[src/rtl/fetch_pkg.sv]
// ============================================================================
// Module   : fetch_pkg
// Purpose  : Shared types and constants for the instruction-fetch controller.
// Revision : 1.0 - initial release
// ============================================================================
`default_nettype none

package fetch_pkg;

   localparam int XLEN    = 32;
   localparam int PC_INCR = 4;

   typedef enum logic [1:0] {
      ST_BOOT  = 2'd0,
      ST_FETCH = 2'd1,
      ST_HOLD  = 2'd2,
      ST_DRAIN = 2'd3
   } fetch_state_t;

   function automatic logic [XLEN-1:0] seq_pc(input logic [XLEN-1:0] pc);
      return pc + XLEN'(PC_INCR);
   endfunction

endpackage

`default_nettype wire

[src/rtl/fetch_ctrl.sv]
// ============================================================================
// Module   : fetch_ctrl
// Purpose  : Fetch-stage controller steering pc_reg and the instruction-memory
//            handshake; optional misaligned-redirect trap via
//            FETCH_CTRL_MISALIGN_TRAP_EN.
// Revision : 1.0 - initial release
// ============================================================================
`default_nettype none

module fetch_ctrl
   import fetch_pkg::*;
#(
   parameter logic [XLEN-1:0] RESET_PC = 32'h0000_0000,
   parameter logic [XLEN-1:0] TRAP_VEC = 32'h0000_0100
) (
   input  logic            clk,
   input  logic            rst,
   input  logic [XLEN-1:0] pc_i,
   output logic [XLEN-1:0] pc_next_o,
   output logic            pc_write_en_o,
   input  logic            stall_i,
   input  logic            redirect_valid_i,
   input  logic [XLEN-1:0] redirect_pc_i,
   output logic            imem_req_o,
   output logic [XLEN-1:0] imem_addr_o,
   input  logic            imem_ack_i,
   output logic            if_valid_o,
   output logic            flush_o,
   output logic            misalign_o
);

   fetch_state_t    state, state_nxt;
   logic [XLEN-1:0] drain_tgt, drain_tgt_nxt;
   logic [XLEN-1:0] redir_tgt;
   logic            redir_mis;
   logic            mis_pulse;

`ifdef FETCH_CTRL_MISALIGN_TRAP_EN
   assign redir_mis = |redirect_pc_i[1:0];
   assign redir_tgt = redir_mis ? TRAP_VEC : redirect_pc_i;
`else
   assign redir_mis = 1'b0;
   assign redir_tgt = redirect_pc_i & ~XLEN'(3);
`endif

   // The old PC is never overwritten while a request is outstanding, so pc_i
   // doubles as a stable fetch address.
   assign imem_addr_o = pc_i;
   assign misalign_o  = mis_pulse;

   always_comb begin
      state_nxt     = state;
      drain_tgt_nxt = drain_tgt;
      pc_next_o     = pc_i;
      pc_write_en_o = 1'b0;
      imem_req_o    = 1'b0;
      if_valid_o    = 1'b0;
      flush_o       = 1'b0;
      mis_pulse     = 1'b0;

      case (state)
         ST_BOOT: begin
            pc_next_o     = RESET_PC;
            pc_write_en_o = 1'b1;
            state_nxt     = ST_FETCH;
         end
         ST_FETCH: begin
            imem_req_o = 1'b1;
            if (redirect_valid_i) begin
               flush_o   = 1'b1;
               mis_pulse = redir_mis;
               if (imem_ack_i) begin
                  pc_next_o     = redir_tgt;
                  pc_write_en_o = 1'b1;
                  state_nxt     = stall_i ? ST_HOLD : ST_FETCH;
               end else begin
                  drain_tgt_nxt = redir_tgt;
                  state_nxt     = ST_DRAIN;
               end
            end else if (imem_ack_i) begin
               if (stall_i) begin
                  state_nxt = ST_HOLD;
               end else begin
                  if_valid_o    = 1'b1;
                  pc_next_o     = seq_pc(pc_i);
                  pc_write_en_o = 1'b1;
               end
            end
         end
         ST_HOLD: begin
            if (redirect_valid_i) begin
               flush_o       = 1'b1;
               mis_pulse     = redir_mis;
               pc_next_o     = redir_tgt;
               pc_write_en_o = 1'b1;
            end
            state_nxt = stall_i ? ST_HOLD : ST_FETCH;
         end
         ST_DRAIN: begin
            imem_req_o = 1'b1;
            if (redirect_valid_i) begin
               flush_o       = 1'b1;
               mis_pulse     = redir_mis;
               drain_tgt_nxt = redir_tgt;
            end
            // The in-flight fetch is wrong-path: finish it, drop it, then jump.
            if (imem_ack_i) begin
               pc_next_o     = redirect_valid_i ? redir_tgt : drain_tgt;
               pc_write_en_o = 1'b1;
               state_nxt     = stall_i ? ST_HOLD : ST_FETCH;
            end
         end
         default: begin
            state_nxt = ST_BOOT;
         end
      endcase

      // Request stays up this cycle; it drops once the FSM lands in BOOT.
      if (rst) begin
         state_nxt     = ST_BOOT;
         drain_tgt_nxt = '0;
         pc_next_o     = RESET_PC;
         pc_write_en_o = 1'b1;
         if_valid_o    = 1'b0;
         flush_o       = 1'b0;
         mis_pulse     = 1'b0;
      end
   end

   always_ff @(posedge clk) begin
      state     <= state_nxt;
      drain_tgt <= drain_tgt_nxt;
   end

endmodule

`default_nettype wire

[config.mk]
export PLATFORM = sky130hd
export DESIGN_NAME = fetch_ctrl
export DESIGN_NICKNAME = d
export VERILOG_FILES = /design/src/rtl/fetch_pkg.sv /design/src/rtl/fetch_ctrl.sv
export SDC_FILE = /design/constraint.sdc
export NUM_CORES = 1
export LEC_CHECK = 0
export CORE_UTILIZATION = 35
export DETAILED_ROUTE_END_ITERATION = 10
export HOLD_SLACK_MARGIN = 0.02
export PLACE_DENSITY = 0.6
export SLEW_MARGIN = 20
export SYNTH_ARGS = -nofsm -noshare
export SYNTH_HDL_FRONTEND = slang
export SYNTH_SLANG_ARGS = --single-unit
[constraint.sdc]
create_clock -name clk -period 5.7 [get_ports clk]
set_clock_uncertainty 0.1 [all_clocks]
set_input_delay 0.855 -clock clk [delete_from_list [all_inputs] [get_ports clk]]
set_output_delay 0.855 -clock clk [all_outputs]
set_load 0.1 [all_outputs]
; ---- Word-level counts from Yosys, hierarchy flattened
; Cells that the tools add are included.
[op_classes]
add_sub_neg = 1
n_reduce_logical = 6
muxes = 32
n_eq_ne = 8
[ops]
columns = op, n
row1 = two-way mux 32 bit, 10
row2 = case mux 32 bit (4 select lines), 1
row3 = case mux 32 bit (2 select lines), 1
row4 = "adder 32 x 3 -> 32 bit, second input constant", 1
row5 = two-way mux 1 bit, 12
row6 = two-way mux 2 bit, 6
row7 = case mux 2 bit (4 select lines), 1
row8 = "!= test 2 bit, second input constant", 3
row9 = "!= test 3 bit, second input constant", 2
row10 = AND reduction 3 bit, 2
row11 = "== test 2 bit, second input constant", 2
row12 = case mux 1 bit (4 select lines), 1
row13 = OR reduction 3 bit, 1
row14 = "== test 2 x 1 -> 1 bit, second input constant", 1
row15 = zero test 2 bit, 1
row16 = nonzero test 2 bit, 1
row17 = OR reduction 2 bit, 1
[word_totals]
in_bits = 69
register_bits = 34
out_inout_bits = 69
elab_cells = 49

; ---- Longest topological paths before layout
[logic_depth]
ltp_word = 6
mapped_depth = 8

; ---- Worst setup path after synthesis
; Ideal clock, no wire load.
[synth_path]
path_type = input-to-output
from = input redirect_valid_i
to = output if_valid_o
n_path_buf = 4
t_required_ns = 4.745
slack_ns = 0.131
path_stages = 5
arrival_time_ns = 4.614
cell_sequence = clkbuf_1 -> buf_2 -> buf_1 -> clkbuf_1 -> nor4_1
[synth_via]
elab_chain_len = 3
[synth_rtl]
columns = element, line_no
row1 = "start, declared", fetch_ctrl.sv:22  ; input logic redirect_valid_i,
row2 = two-way mux 1 bit, fetch_ctrl.sv:69  ; if (redirect_valid_i) begin
row3 = two-way mux 1 bit, fetch_ctrl.sv:61  ; case (state)
row4 = two-way mux 1 bit, fetch_ctrl.sv:119  ; if (rst) begin
row5 = "end, declared", fetch_ctrl.sv:27  ; output logic if_valid_o,
; No other way between the ends.

; ---- Worst setup path in the final report
[layout_path]
from = input pc_i[16]
to = output pc_next_o[31]
[layout_via]
elab_chain_len = 6
[layout_rtl]
columns = element, line_no
row1 = "start, declared", fetch_ctrl.sv:18  ; input logic [XLEN-1:0] pc_i,
row2 = adder 32 x 3 -> 32 bit, fetch_pkg.sv:21  ; return pc + XLEN'(PC_INCR);
row3 = two-way mux 32 bit, fetch_ctrl.sv:81  ; if (stall_i) begin
row4 = two-way mux 32 bit, fetch_ctrl.sv:80  ; end else if (imem_ack_i) begin
row5 = two-way mux 32 bit, fetch_ctrl.sv:69
row6 = case mux 32 bit (4 select lines), fetch_ctrl.sv:61
row7 = two-way mux 32 bit, fetch_ctrl.sv:119
row8 = "end, declared", fetch_ctrl.sv:19  ; output logic [XLEN-1:0] pc_next_o,
; No other way between the ends.

==> impl_metrics.tcl <==
set metrics [dict create \
    status "finished, violations left" \
    violations "design-rule violations" \
    p_int_w 0.000573 \
    fp.dieArea_um2 12400 \
    slew-limit-headroom 0.343 \
    min-delay-start "drain_tgt[23]$_SDFFE_PP0P_" \
    die_h_um 111 \
    cts_resized 0 \
    wl_per_cell_um 18.2 \
    drc 17 \
    p_sw_w 0.000484 \
    ys_seq_area_frac 0.163 \
    peakVddDrop_mv 0.0929 \
    r2r-start "state[0]$_SDFFE_PP0P_" \
    clk_latency_ns 0.28 \
    tightest_slew_ns 0.983 \
    overflow 0 \
    antenna_found_initial 0 \
    numCtsBuffers 5 \
    ctsHoldBuffers 0 \
    synth_area_leaders "dfxtp_1 16%, nand2_1 8.8%, a21oi_1 8.5%" \
    fill_cells 1163 \
    rows 39 \
    setup_viol 0 \
    min_to "drain_tgt[23]$_SDFFE_PP0P_" \
    regToRegEndpoint "drain_tgt[13]$_SDFFE_PP0P_" \
    p_per_area_nw_per_um2 196 \
    ant_nets 0 \
    yosysTopAreaCell "dfxtp_1" \
    cts.clk_slew.worst_paths_ns 0.06 \
    portBuffers 134 \
    critPathLaunchType "primary input" \
    post-route-period-util 0.848 \
    grt_first_pass_wirelength_mm 24.1 \
    r2r_setup_slack_ns 3.16 \
    finalHoldViolations 0 \
    grt_start_max_net_pins 47 \
    ios 138 \
    period_needed_ns 4.83 \
    ctsLongestPathBuffers 2 \
    seqPwrFrac 0.241 \
    drive_gt1_frac 0.116 \
    cts_setup_buffers 0 \
    grt_pass1_vias 4586 \
    gr-usage-all-layers 0.243 \
    cts_tree "yes" \
    r2r_cells 5 \
    hold_path_depth 2 \
    antenna_cells 0 \
    swShare 0.458 \
    yosysWarnings 0 \
    gp_congestion 0.863 \
    vias 4883 \
    start_util 0.362 \
    finalSetupTns_ns 0 \
    h-tree-depth 2 \
    die_width_um 111 \
    clkSinkCount 34 \
    max_cap_viol_count 0 \
    drv_slew 0 \
    vias_per_cell 5.87 \
    netlist_area_um2 4170 \
    firstDrtPassIters 9 \
    end_kind "primary output" \
    ys_ff_latch 34 \
    core_area_um2 11500 \
    syn-instance-count 624 \
    finalWirelength_mm 15.2 \
    synthArstFlopShare 0 \
    critical_path_class "in -> out" \
    cp_max_fo 14 \
    rsz0062_at_grt "false" \
    dpl.hpwl_mm 10.7 \
    dpl_cell_area_um2 5230 \
    synth.most_common_cell "nand2_1" \
    fin_nets 758 \
    crit_required_ns 4.74 \
    synth_common_cells "98 x nand2_1, 71 x a21oi_1, 44 x clkbuf_1, 44 x o21ai_0, 35 x nor2_1" \
    syn_nets 694 \
    cellLeakagePower_nw 1.97 \
    synth_edf_count 0 \
    drt_iter0_markers 414 \
    max_freq_ghz 0.207 \
    power_frac_comb 0.492 \
    worstPathArrival_ns 3.88 \
    synth_top_area_frac 0.163 \
    avgSynthCellArea_um2 6.69 \
    area_delta_synth_final_pct 28.9 \
    hold_class "reg -> reg" \
    synthFlopType "dfxtp_1" \
    final_util 0.467 \
    root_buffer "clkbuf_16" \
    stdcell_area_um2 5380 \
    synth_cell_types 55 \
    clkPwrFrac 0.267 \
]
power by group through the flow:
stage          clock (W)  combinational (W)  sequential (W)
3_5_place_dp           0           0.000517        0.000259
3_3_place_gp           0           0.000510        0.000259
5_1_grt         0.000301           0.000549        0.000255
6_report        0.000283           0.000520        0.000254
4_1_cts         0.000291           0.000518        0.000254
2_1_floorplan          0           0.000380        0.000255
flip-flops by register name, summed over array words and instances (netlist names):
signal / count
drain_tgt: 32
state: 2
per-layer routing:
layer | share of wire | vias to the layer above | GRT usage
met3 | 0.069 | 23 | 0.0355
li1 | - | 2355 | -
met4 | 0.023 | 0 | 0.0856
met1 | 0.43 | 2294 | 0.316
met5 | 0 | - | 0
met2 | 0.47 | 211 | 0.407
cell usage in the layout (no fill, tap or decap), types with 6 or more instances in the layout:
cell,n
nor4_1,8
o211ai_1,15
buf_4,50
o221ai_1,19
mux2i_1,31
mux2_2,15
o21ai_0,44
dfxtp_1,33
clkdlybuf4s50_1,97
o21a_1,7
nor3_1,13
a21oi_1,71
nand2_1,98
nor2b_1,13
o22ai_1,6
nand3_1,14
inv_1,15
xnor2_1,15
nor2_1,35
worst max-delay path: stages:
cell and delay (ns):
clkdlybuf4s50_1 0.68, nand4_1 0.17, or4_1 0.81, nor4_4 0.38
xnor2_1 0.12, a2111oi_2 0.48, buf_4 0.37
final cells by class:
type                       instances  area (µm²)  share of cell area
multi-input combinational        483        2950               0.549
timing repair buffer             149        1360               0.252
sequential                        34         682               0.127
tap                              143         179              0.0333
clock buffer                       6         139              0.0258
inverter                          15        56.3              0.0105
clock inverter                     2        12.5             0.00233
worst max path at each step:
stage / start / endpoint / slack [ns]
3_3_place_gp: pc_i[16] / pc_next_o[31] / 0.93
3_5_place_dp: pc_i[16] / pc_next_o[31] / 0.89
5_1_grt: pc_i[16] / pc_next_o[31] / 0.74
2_1_floorplan: redirect_valid_i / if_valid_o / 0.13
6_report: pc_i[16] / pc_next_o[31] / 0.87
4_1_cts: pc_i[16] / pc_next_o[31] / 0.88
stage by stage:
stage | hold WS, ns | std cells | setup slack, ns | power [W]
final | 0.351 | 832 | 0.867 | 0.00106
after global routing | 0.369 | 832 | 0.743 | 0.00111
after CTS | 0.356 | 832 | 0.881 | 0.00106
after detailed placement | 0.346 | 824 | 0.887 | 0.000776
after global placement | 0.340 | 824 | 0.935 | 0.000770
after floorplan | 0.333 | 624 | 0.131 | 0.000635
cells by family after synthesis:
kind of cell	count (synthesis)	synth area share
AO/OA/AOI/OAI	209	0.319
other	1	0.000899
multiplexers	46	0.115
buffers and inverters	107	0.129
XOR/XNOR	20	0.0420
flip-flops	34	0.163
adder cells (fa/ha/maj)	1	0.00300
AND/OR/NAND/NOR	206	0.228
(Power assumes the default switching activity.)
